===== config.mk =====
export PLATFORM = sky130hd
export DESIGN_NAME = fetch_unit
export DESIGN_NICKNAME = d
export VERILOG_FILES = /design/src/rtl/fetch_unit.sv
export SDC_FILE = /design/constraint.sdc
export NUM_CORES = 1
export LEC_CHECK = 0
export CAP_MARGIN = 20
export CORE_ASPECT_RATIO = 0.5
export CORE_UTILIZATION = 50
export CTS_CLUSTER_DIAMETER = 100
export DETAILED_ROUTE_END_ITERATION = 8
export PLACE_DENSITY = 0.83
export SKIP_LAST_GASP = 1
export SLEW_MARGIN = 15
export SYNTH_ARGS = -nofsm -noshare
export SYNTH_HDL_FRONTEND = slang
export SYNTH_SLANG_ARGS = --single-unit
export TNS_END_PERCENT = 5

===== constraint.sdc =====
create_clock -name clk -period 3.5 [get_ports clk]
set_input_delay 0.7 -clock clk [delete_from_list [all_inputs] [get_ports clk]]
set_output_delay 0.7 -clock clk [all_outputs]
set_load 0.05 [all_outputs]

===== src/rtl/fetch_unit.sv =====
// fetch_unit: instruction fetch stage feeding decode.
// Owns the program counter, issues word-aligned requests to instruction
// memory, and buffers returned words with their PCs in a small in-order FIFO.
// A redirect flushes buffered entries and marks in-flight responses as stale.
module fetch_unit #(
    parameter int unsigned     WORD     = 32,
    parameter int unsigned     DEPTH    = 4,
    parameter logic [WORD-1:0] RESET_PC = '0
) (
    input  logic            clk,
    input  logic            reset,

    // instruction memory request channel
    output logic            imem_req_valid,
    input  logic            imem_req_ready,
    output logic [WORD-1:0] imem_req_addr,

    // instruction memory response channel (no backpressure)
    input  logic            imem_resp_valid,
    input  logic [WORD-1:0] imem_resp_data,

    // branch/jump resolution
    input  logic            redirect_valid,
    input  logic [WORD-1:0] redirect_pc,

    // decode channel
    output logic            inst_valid,
    input  logic            inst_ready,
    output logic [WORD-1:0] inst,
    output logic [WORD-1:0] inst_pc
);

    // Counters hold 0..DEPTH inclusive; pointers index DEPTH entries and wrap
    // naturally because DEPTH is a power of two.
    localparam int unsigned CW = $clog2(DEPTH + 1);
    localparam int unsigned PW = $clog2(DEPTH);

    localparam logic [WORD-1:0] ALIGN_MASK = ~WORD'(3);
    localparam logic [WORD-1:0] PC_STEP    = WORD'(4);
    localparam logic [WORD-1:0] RESET_PC_A = RESET_PC & ALIGN_MASK;
    localparam logic [CW:0]     DEPTH_OCC  = (CW + 1)'(DEPTH);

    typedef logic [CW-1:0] cnt_t;
    typedef logic [PW-1:0] ptr_t;

    typedef struct packed {
        logic [WORD-1:0] pc;
        logic [WORD-1:0] inst;
    } entry_t;

    // architectural state
    logic [WORD-1:0] fetch_pc;
    logic [WORD-1:0] resp_pc;
    cnt_t            inflight;
    cnt_t            drop;
    cnt_t            count;
    ptr_t            rd_ptr;
    ptr_t            wr_ptr;
    entry_t          fifo_mem [DEPTH];

    // per-cycle decisions
    logic [CW:0]     occupancy;
    logic            credit;
    logic            req_fire;
    logic            resp_fire;
    logic            push;
    logic            pop;
    logic [WORD-1:0] redirect_aligned;
    entry_t          head;

    // Handshake decode: which events actually take effect this cycle.
    always_comb begin
        // NOTE: every signal gets a default first so no path can leave one
        // unassigned and infer a latch.
        occupancy        = '0;
        credit           = 1'b0;
        req_fire         = 1'b0;
        resp_fire        = 1'b0;
        push             = 1'b0;
        pop              = 1'b0;
        redirect_aligned = redirect_pc & ALIGN_MASK;

        // Requests already issued plus entries already buffered must leave a
        // FIFO slot for every response that can still come back.
        occupancy = {1'b0, inflight} + {1'b0, count};
        credit    = (occupancy < DEPTH_OCC);

        req_fire  = imem_req_valid && imem_req_ready;

        // A response with nothing outstanding is a protocol violation: ignore it.
        resp_fire = imem_resp_valid && (inflight != '0);

        // Responses are kept only when not stale and no redirect is flushing.
        push      = resp_fire && !redirect_valid && (drop == '0);

        // A redirect swallows any pop attempted in the same cycle.
        pop       = inst_valid && inst_ready && !redirect_valid;
    end

    // Requests are held off during reset and in the redirect cycle itself.
    assign imem_req_valid = reset && !redirect_valid && credit;
    assign imem_req_addr  = fetch_pc;

    // Program counters: redirect wins, otherwise advance on each handshake.
    always_ff @(posedge clk or negedge reset) begin
        // NOTE: sequential state is updated with non-blocking assignments so
        // every register samples the pre-edge values of its neighbours.
        if (!reset) begin
            fetch_pc <= RESET_PC_A;
            resp_pc  <= RESET_PC_A;
        end else if (redirect_valid) begin
            fetch_pc <= redirect_aligned;
            resp_pc  <= redirect_aligned;
        end else begin
            if (req_fire) begin
                fetch_pc <= fetch_pc + PC_STEP;
            end
            if (push) begin
                resp_pc <= resp_pc + PC_STEP;
            end
        end
    end

    // Outstanding-request counter; no request fires in a redirect cycle.
    always_ff @(posedge clk or negedge reset) begin
        if (!reset) begin
            inflight <= '0;
        end else begin
            inflight <= inflight + cnt_t'(req_fire) - cnt_t'(resp_fire);
        end
    end

    // Stale-response counter: on redirect every outstanding request except
    // one answered in the same cycle becomes stale.
    always_ff @(posedge clk or negedge reset) begin
        if (!reset) begin
            drop <= '0;
        end else if (redirect_valid) begin
            drop <= inflight - cnt_t'(resp_fire);
        end else if (resp_fire && (drop != '0)) begin
            drop <= drop - cnt_t'(1);
        end
    end

    // FIFO bookkeeping: pointers and occupancy, flushed by redirect.
    always_ff @(posedge clk or negedge reset) begin
        if (!reset) begin
            count  <= '0;
            rd_ptr <= '0;
            wr_ptr <= '0;
        end else if (redirect_valid) begin
            count  <= '0;
            rd_ptr <= '0;
            wr_ptr <= '0;
        end else begin
            count <= count + cnt_t'(push) - cnt_t'(pop);
            if (push) begin
                wr_ptr <= wr_ptr + ptr_t'(1);
            end
            if (pop) begin
                rd_ptr <= rd_ptr + ptr_t'(1);
            end
        end
    end

    // FIFO storage write: responses land one cycle before they are visible.
    always_ff @(posedge clk) begin
        // NOTE: the storage array has no reset; count and the pointers decide
        // what is valid, so stale contents are never observed.
        if (push) begin
            fifo_mem[wr_ptr] <= '{pc: resp_pc, inst: imem_resp_data};
        end
    end

    assign head       = fifo_mem[rd_ptr];
    assign inst_valid = (count != '0);

    // Empty FIFO presents zeros so decode never sees uninitialised storage.
    assign inst    = inst_valid ? head.inst : '0;
    assign inst_pc = inst_valid ? head.pc   : '0;

endmodule


* Word-level counts from Yosys, hierarchy flattened *
Memories as Yosys holds them, arrays and structs flattened.
Cells that the tools add are included.

storage, ports and cells
  register bits = 77
  RAM bits = 256
  output and inout port bits = 98
  logic and storage cells = 53
  memories kept = 1

memories
  name      words  bits a word  rd ports  clocked after Yosys merged registers in  write ports  line  RTL
  fifo_mem  4      64           1         0                                        1            59    entry_t fifo_mem [DEPTH];

operators by class
  add/subtract/negate cells = 11
  magnitude comparators = 1
  muxes and demuxes = 15
  reduce and logical (&&, ||, !) cells = 18

operator list
  cell                   count
  $mux 32                6
  $add 32x3->32 const B  2
  $logic_and 1x1->1      9
  $mux 3                 3
  $reduce_bool 3->1      3
  $sub 3x1->3            3
  $mux 2                 4
  $reduce_bool 2->1      4
  $add 3x1->3            2
  $add 2x1->2 const B    2
  $add 3x3->4            1
  $lt 4x3->1 const B     1
  $logic_not 3->1        1
  $sub 3x1->3 const B    1
  $mux 1                 2
  $logic_not 1->1        1

* Longest topological paths before layout *
Gate-level depths: netlist (run 1).

  depth in word-level cells = 7
  gate-level depth with buffers = 12
  depth with buffers taken out = 12

* Worst setup path after synthesis (run 1) *
OpenSTA, ideal clock, no wires.

  path kind = input to register
  start point = in redirect_valid
  end point = mem fifo_mem[1][0] (netlist bit), enable pin
  library setup time = 0.426 ns
  data arrival time = 2.786 ns
  required time = 3.074 ns
  setup slack = 0.287 ns
  stages = 3
  buffers on the path = 1
  cell sequence = buf_2 -> nor3_1 -> and2_1

between the ends
  longest elaborated chain between the ends = 5

ends and longest elaborated chain
  element                          line  RTL
  start, declared                  23    input logic redirect_valid,
  $logic_not 1->1                  94    push = resp_fire && !redirect_valid && (drop == '0);
  $logic_and 1x1->1 (2 in series)  94
  $mux 1                           170   if (push) begin
  $mux 1 (implied by the code)     171   fifo_mem[wr_ptr] <= '{pc: resp_pc, inst: imem_resp_data};
  end, declared                    59

No other way between the ends.

* Worst setup path after layout (run 1) *
  start point = reg rd_ptr[0]
  end point = out inst_pc[31]

between the ends
  longest elaborated chain between the ends = 2

ends and longest elaborated chain
  element                 line  RTL
  start, declared         57    ptr_t rd_ptr;
  start signal, assigned  161   rd_ptr <= rd_ptr + ptr_t'(1);
  $mem_v2 4x64            n/a
  $mux 32                 180   assign inst_pc = inst_valid ? head.pc : '0;
  end, declared           30    output logic [WORD-1:0] inst_pc

No other way between the ends.

==> results of run 1 <==
cells by family after synthesis:
kind of cell,share of synthesized area
flops,0.6862
simple gates,0.1001
compound gates,0.04407
mux,0.1041
buf+inv,0.01963
xor+xnor,0.02787
fa+ha+maj,0.01777
other cells,0.0002775
cell usage in the layout (no fill, tap or decap), drive strengths merged, types with 5 or more instances in the layout:
master	netlist	layout
dfrtp	73	73
nand4	20	20
nor4	9	9
nand2	60	60
clkinv	1	14
clkdlybuf4s50	0	149
o21ai	35	35
bufinv	0	5
nand3	32	32
inv	20	21
a31oi	5	5
o311ai	13	13
nor3	6	6
buf	16	30
nand2b	5	5
a21oi	7	7
o211ai	14	14
xor2	27	27
mux4	62	62
xnor2	16	16
edfxtp	248	248
and2	70	70
ha	16	16
and3	6	6
clkbuf	25	32
a21boi	7	7
nor2	22	22
final cells by class:
type,instances,share of cell area
inverters,21,0.004735
repair buffers,183,0.1114
flip-flops and latches,321,0.5574
clock buffers,32,0.04487
multi-input cells,464,0.2399
clock inverters,22,0.01518
well taps,352,0.02646
layer usage:
| layer | wire, um | GRT usage | vias up |
|---|---|---|---|
| met3 | 1632 | 0.03596 | 42 |
| li1 | - | - | 3590 |
| met4 | 561 | 0.05403 | 0 |
| met5 | 0 | 0 | - |
| met1 | 12360 | 0.2973 | 4036 |
| met2 | 14130 | 0.3482 | 265 |
sequential cells by signal, summed over array words and instances (netlist names):
signal,cells
resp_pc,30
drop,3
inflight,3
count,3
wr_ptr,2
rd_ptr,2
imem_req_addr,30
fifo_mem,248
synth_stat cells (2+ instances only):
| cell | n |
|---|---|
| ha_1 | 16 |
| xnor2_1 | 16 |
| nand3_1 | 32 |
| o21ai_0 | 35 |
| nor4_4 | 2 |
| mux4_2 | 62 |
| o31ai_1 | 2 |
| a21o_1 | 4 |
| and3_1 | 6 |
| dfrtp_1 | 73 |
| nand2b_1 | 5 |
| buf_2 | 11 |
| buf_4 | 5 |
| clkbuf_1 | 25 |
| o311ai_0 | 13 |
| fa_1 | 2 |
| or4_1 | 2 |
| nand2_1 | 59 |
| nor4_1 | 6 |
| nand4_1 | 19 |
| nor2b_1 | 3 |
| inv_1 | 20 |
| a21boi_0 | 7 |
| o211ai_1 | 14 |
| a21oi_1 | 7 |
| a31oi_1 | 5 |
| edfxtp_1 | 248 |
| nor3_1 | 6 |
| or3_1 | 4 |
| and2_1 | 70 |
| and4_1 | 4 |
| xor2_1 | 27 |
| nor2_1 | 22 |
final timing paths:
check | from | end | depth (start not counted)
max in group asynchronous | reset | rd_ptr[0]$_DFFE_PN0P_ | 2
hold reg to reg | imem_req_addr[31]$_DFFE_PN0P_ | imem_req_addr[31]$_DFFE_PN0P_ | 1
min in group clk | imem_req_addr[31]$_DFFE_PN0P_ | imem_req_addr[31]$_DFFE_PN0P_ | 1
setup reg to reg | count[1]$_DFF_PN0_ | count[2]$_DFF_PN0_ | 11
hold / removal | reset | imem_req_addr[2]$_DFFE_PN0P_ | 2
setup / recovery | rd_ptr[0]$_DFFE_PN0P_ | inst_pc[31] | 4
through the flow:
step                      std cells  worst slack (ps)  hold slack [ps]  utilization
final                          1395            -110.9            401.3       0.6285
after floorplan                 847             287.3            404.4            -
after detailed placement       1341             367.2            550.7       0.5907
after global placement         1341             388.0            531.4       0.5907
after global routing           1395            -248.1            473.3       0.6285
after CTS                      1395            -211.1            420.9       0.6283
where the power goes:
| group | internal (mW) | leakage [nW] | switching (mW) |
|---|---|---|---|
| clock network | 1.92 | 0.485 | 1.38 |
| logic | 1.58 | 2.10 | 2.52 |
| registers | 4.36 | 3.11 | 0.276 |
| total | 7.86 | 5.70 | 4.18 |
critical path, cell delays in order (launching register included):
cell,delay [ps]
dfrtp_4,630
buf_12,300
mux4_2,530
and2_1,190
clkdlybuf4s50_1,700
timing repair:
| item | 4_1_cts | 5_1_grt |
|---|---|---|
| setup endpoints to repair | 55 | 56 |
| gates resized for setup | 2 | 2 |
| hold buffers | 0 | 0 |
| gates cloned | 0 | 0 |
==> metrics.cfg, run 1 <==
[worst_setup_path]
start_kind = flip-flop
arrival_ps = 2910
path_max_fanout = 30
end_kind = output port
critical_path_class = flip-flop to output port
r2r_slack_ps = 730
critPathRequiredTime_ps = 2800

[yosys]
async_flop_share = 0.2274
synth-seq-cells = 321
synth_cell_types = 45
synthTopCellsByArea = edfxtp_1 (55%), dfrtp_1 (14%), mux4_2 (10%), and2_1 (3.2%), xor2_1 (1.7%)
yosysWarnings = 0
synthCells = 844
synth_edf_count = 248
syn-mean-instance-area_um2 = 16.01
seq_area_frac_synth = 0.6862
syn_area_um2 = 13520
yosys_most_used_dff = edfxtp_1
synth_top_area_frac = 0.5510
synth_top_area_cell = edfxtp_1

[power_and_ir_drop]
irDropWorstVdd_v = 0.0004077
power.leakage_nw = 5.702
total_power_mw = 12.04
powerDensity_nw_per_um2 = 723.4

[grt]
grt_first_pass_wirelength_mm = 45.45
grt_max_degree = 74
grt_usage = 0.2125
antenna_found_initial = 0
grt_overflow_total = 0
grt_pass1_vias = 8287

[clocking]
clk_path_buf_depth = 3
cts.htree.levels = 1
cts.sinks = 321
cts_root_buffer = clkbuf_16
cts_tree = yes
clk_pin_slew_worst_paths_ps = 70
cts_setup_buffers = 0
clock_latency_ps = 550
cts_buffers = 29

[sta]
max_slew_margin = 0.2893
final-max-slew-violation-count = 0
final.setup_skew_ps = 19.09
hold_viol_final = 0
timing.final.crit_share = 1.032
max_freq_mhz = 276.9
worst_slack_ps = -110.9
rsz0062_at_grt = true
finalSetupTns_ps = -2596
layout_min_cycle_time_ps = 3611
worstMarginPinSlew_ps = 1065
setup_viol = 42

[drt]
drtIter0Drc = 638
routed_wl_mm = 28.68
ant_nets = 0
dr.pass1.iters = 5
dr_total_vias = 7933
routed_via_density = 5.687
remaining_drc_errors = 0
post_drt_wl_per_cell_um = 20.56

[layout]
multi_input_area_um2 = 3994
regArea_um2 = 9279
nets = 1108
area_delta_synth_final_pct = 23.16
fillCellCount = 1867
diodes = 0
final_area_um2 = 16650
drive_above_1_share = 0.1496

[hold_path]
min_path_type = primary input to asynchronous set/reset pin

[place]
place_area_um2 = 15640
gp_congestion = 0.8743
io_buffers = 161
place_hpwl_mm = 18.77

[status]
violations = negative setup slack
outcome = complete, but fails checks

[floorplanning]
std_cell_rows = 42
core_region_area_um2 = 26490
dieArea_um2 = 27730
die_h_um = 118.3
fp.dieW_um = 234.5
io_pins = 168
start_util = 0.5103

[run]
drv_cap = 0

Note: power is estimated with default switching activity, not from simulation.
==> run 2, diff against run 1 <==
clock period = 4.2 ns   (was 3.5 ns; I/O delays follow)
==> run 2 against run 1 <==
Net effect: the flow now finishes without violations; worst hold slack better by 120 ps; clock power is 22% lower; count of clock-buffer cells in the layout stayed put; sequential share of layout area is 0.39 points higher; clock skew is 4.8 ps higher; non-clock buffer count is 8 lower.
==> metrics.cfg, run 2 (synthesis results as in run 1) <==
[status]
outcome = finished clean

[grt]
grt_max_degree = 74  ; unchanged
grt_first_pass_wirelength_mm = 45.83  ; +0.83%
grt_overflow_total = 0  ; unchanged
antenna_found_initial = 0  ; unchanged
grt_pass1_vias = 8368  ; +0.98%
grt_usage = 0.2147  ; +0.002190

[sta]
worstMarginPinSlew_ps = 926.1  ; -138.8 ps
max_freq_mhz = 260.9
layout_min_cycle_time_ps = 3832
finalSetupTns_ps = 0  ; +2596 ps
rsz0062_at_grt = false
final.setup_skew_ps = 23.85  ; +4.756 ps
final-max-slew-violation-count = 0  ; unchanged
worst_slack_ps = 367.8  ; +478.8 ps
hold_viol_final = 0  ; unchanged
setup_viol = 0  ; -100%
timing.final.crit_share = 0.9124
max_slew_margin = 0.3826  ; +0.09333

[place]
dp_slack_ps = 798.8  ; +431.5 ps
place_area_um2 = 15580  ; -0.42%
io_buffers = 161  ; unchanged
place_hpwl_mm = 17.77  ; -5.3%
gp_congestion = 0.8460  ; -3.2%

[drt]
post_drt_wl_per_cell_um = 20.88  ; +1.5%
ant_nets = 0  ; unchanged
drtIter0Drc = 755  ; +18%
dr.pass1.iters = 5  ; unchanged
remaining_drc_errors = 0  ; unchanged
routed_via_density = 5.779  ; +1.6%
routed_wl_mm = 28.92  ; +0.81%
dr_total_vias = 8004  ; +0.89%

[worst_setup_path]
worstRegToRegCells = 10  ; -1
r2r-start = inflight[2]$_DFF_PN0_
rr_endpoint = inflight[2]$_DFF_PN0_
path_max_fanout = 56  ; +87%
end_kind = output port
start_kind = flip-flop
critical_path_class = flip-flop to output port
r2r_slack_ps = 1030  ; +300 ps
critPathRequiredTime_ps = 3360  ; +560 ps
arrival_ps = 2990  ; +80 ps

[hold_path]
min_path_type = primary input to asynchronous set/reset pin

[clocking]
cts_resized = 0  ; -2
hold_buffers = 0  ; unchanged
cts_tree = yes
cts_buffers = 28  ; -3.4%
cts_root_buffer = clkbuf_16
clk_pin_slew_worst_paths_ps = 70  ; about the same
clock_latency_ps = 550  ; about the same
clk_path_buf_depth = 3  ; unchanged
cts_setup_buffers = 0  ; unchanged
cts.htree.levels = 1  ; unchanged
cts.sinks = 321  ; unchanged

[layout]
final_util = 0.6242  ; -0.004346
area_delta_synth_final_pct = 22.31
multi_input_area_um2 = 3994  ; unchanged
mostFrequentLayoutCells = edfxtp_1 (248), clkdlybuf4s50_1 (159), dfrtp_1 (71)
final_area_um2 = 16530  ; -0.69%
drive_above_1_share = 0.1336  ; -0.01598
diodes = 0  ; unchanged
largest_reg_flops = 248  ; unchanged
final_common_cell = edfxtp_1
regArea_um2 = 9279  ; unchanged
nets = 1099  ; -0.81%
fillCellCount = 1876  ; +0.48%
top_register = fifo_mem

[floorplanning]
core_region_area_um2 = 26490  ; unchanged
die_h_um = 118.3  ; unchanged
dieArea_um2 = 27730  ; unchanged
io_pins = 168  ; unchanged
std_cell_rows = 42  ; unchanged
start_util = 0.5103  ; unchanged
fp.dieW_um = 234.5  ; unchanged

[power_and_ir_drop]
powerDensity_nw_per_um2 = 598.5  ; -17%
irDropWorstVdd_v = 0.0003024  ; -26%
power.leakage_nw = 5.580  ; -2.1%

[run]
drv_cap = 0  ; unchanged

[run 2: power breakdown]
group	switching [mW]	internal, mW
Combinational	2.12	1.33
Sequential	0.206	3.64
Clock	1.14	1.45
Total	3.47	6.42
[run 2: final cells by class]
class,count,area share
sequential,321,0.5613
multi-input combinational,464,0.2416
timing repair buffer,175,0.1097
clock buffer,32,0.04458
tap,352,0.02664
clock inverter,20,0.01135
inverter,21,0.004768
[run 2: worst max path at each step]
stage                                to  cells after the start             startpoint  slack (ps)
2_1_floorplan  fifo_mem[1][0]$_DFFE_PP_                      3         redirect_valid         850
3_3_place_gp                inst_pc[14]                      3     count[1]$_DFF_PN0_         840
3_5_place_dp      inflight[2]$_DFF_PN0_                      9         imem_req_ready         800
4_1_cts                     inst_pc[14]                      4  rd_ptr[0]$_DFFE_PN0P_         290
5_1_grt                         inst[0]                      4  rd_ptr[0]$_DFFE_PN0P_         230
6_report                    inst_pc[14]                      4  rd_ptr[0]$_DFFE_PN0P_         370
[run 2: routing by layer]
metal  routed length, um  part of all wire  global-route usage  vias to the layer above
met5                   0                 0                   0                        -
met4                 628             0.022             0.05323                        0
met3                1633             0.056             0.04126                       50
met2               14460              0.50              0.3509                      274
met1               12200              0.42              0.2982                     4115
li1                    -                 -                   -                     3565
[run 2: metrics by stage]
step	instances	total power, mW	hold WS [ps]
6_report	1385	9.893	519.5
5_1_grt	1385	10.27	583.6
4_1_cts	1384	9.984	559.1
3_5_place_dp	1332	7.391	539.7
3_3_place_gp	1331	7.296	525.4
2_1_floorplan	847	6.248	494.1
[run 2: worst max-delay path, stage by stage (launching register included)]
cell and delay (ps):
dfrtp_4 530, buf_12 420, mux4_2 570, and2_1 200
clkdlybuf4s50_1 720
==> run 3, diff against run 2 <==
TNS_END_PERCENT = 30   (was 5)
==> results of run 3 <==
Final layout, timing and power as in run 2 (identical DEF).
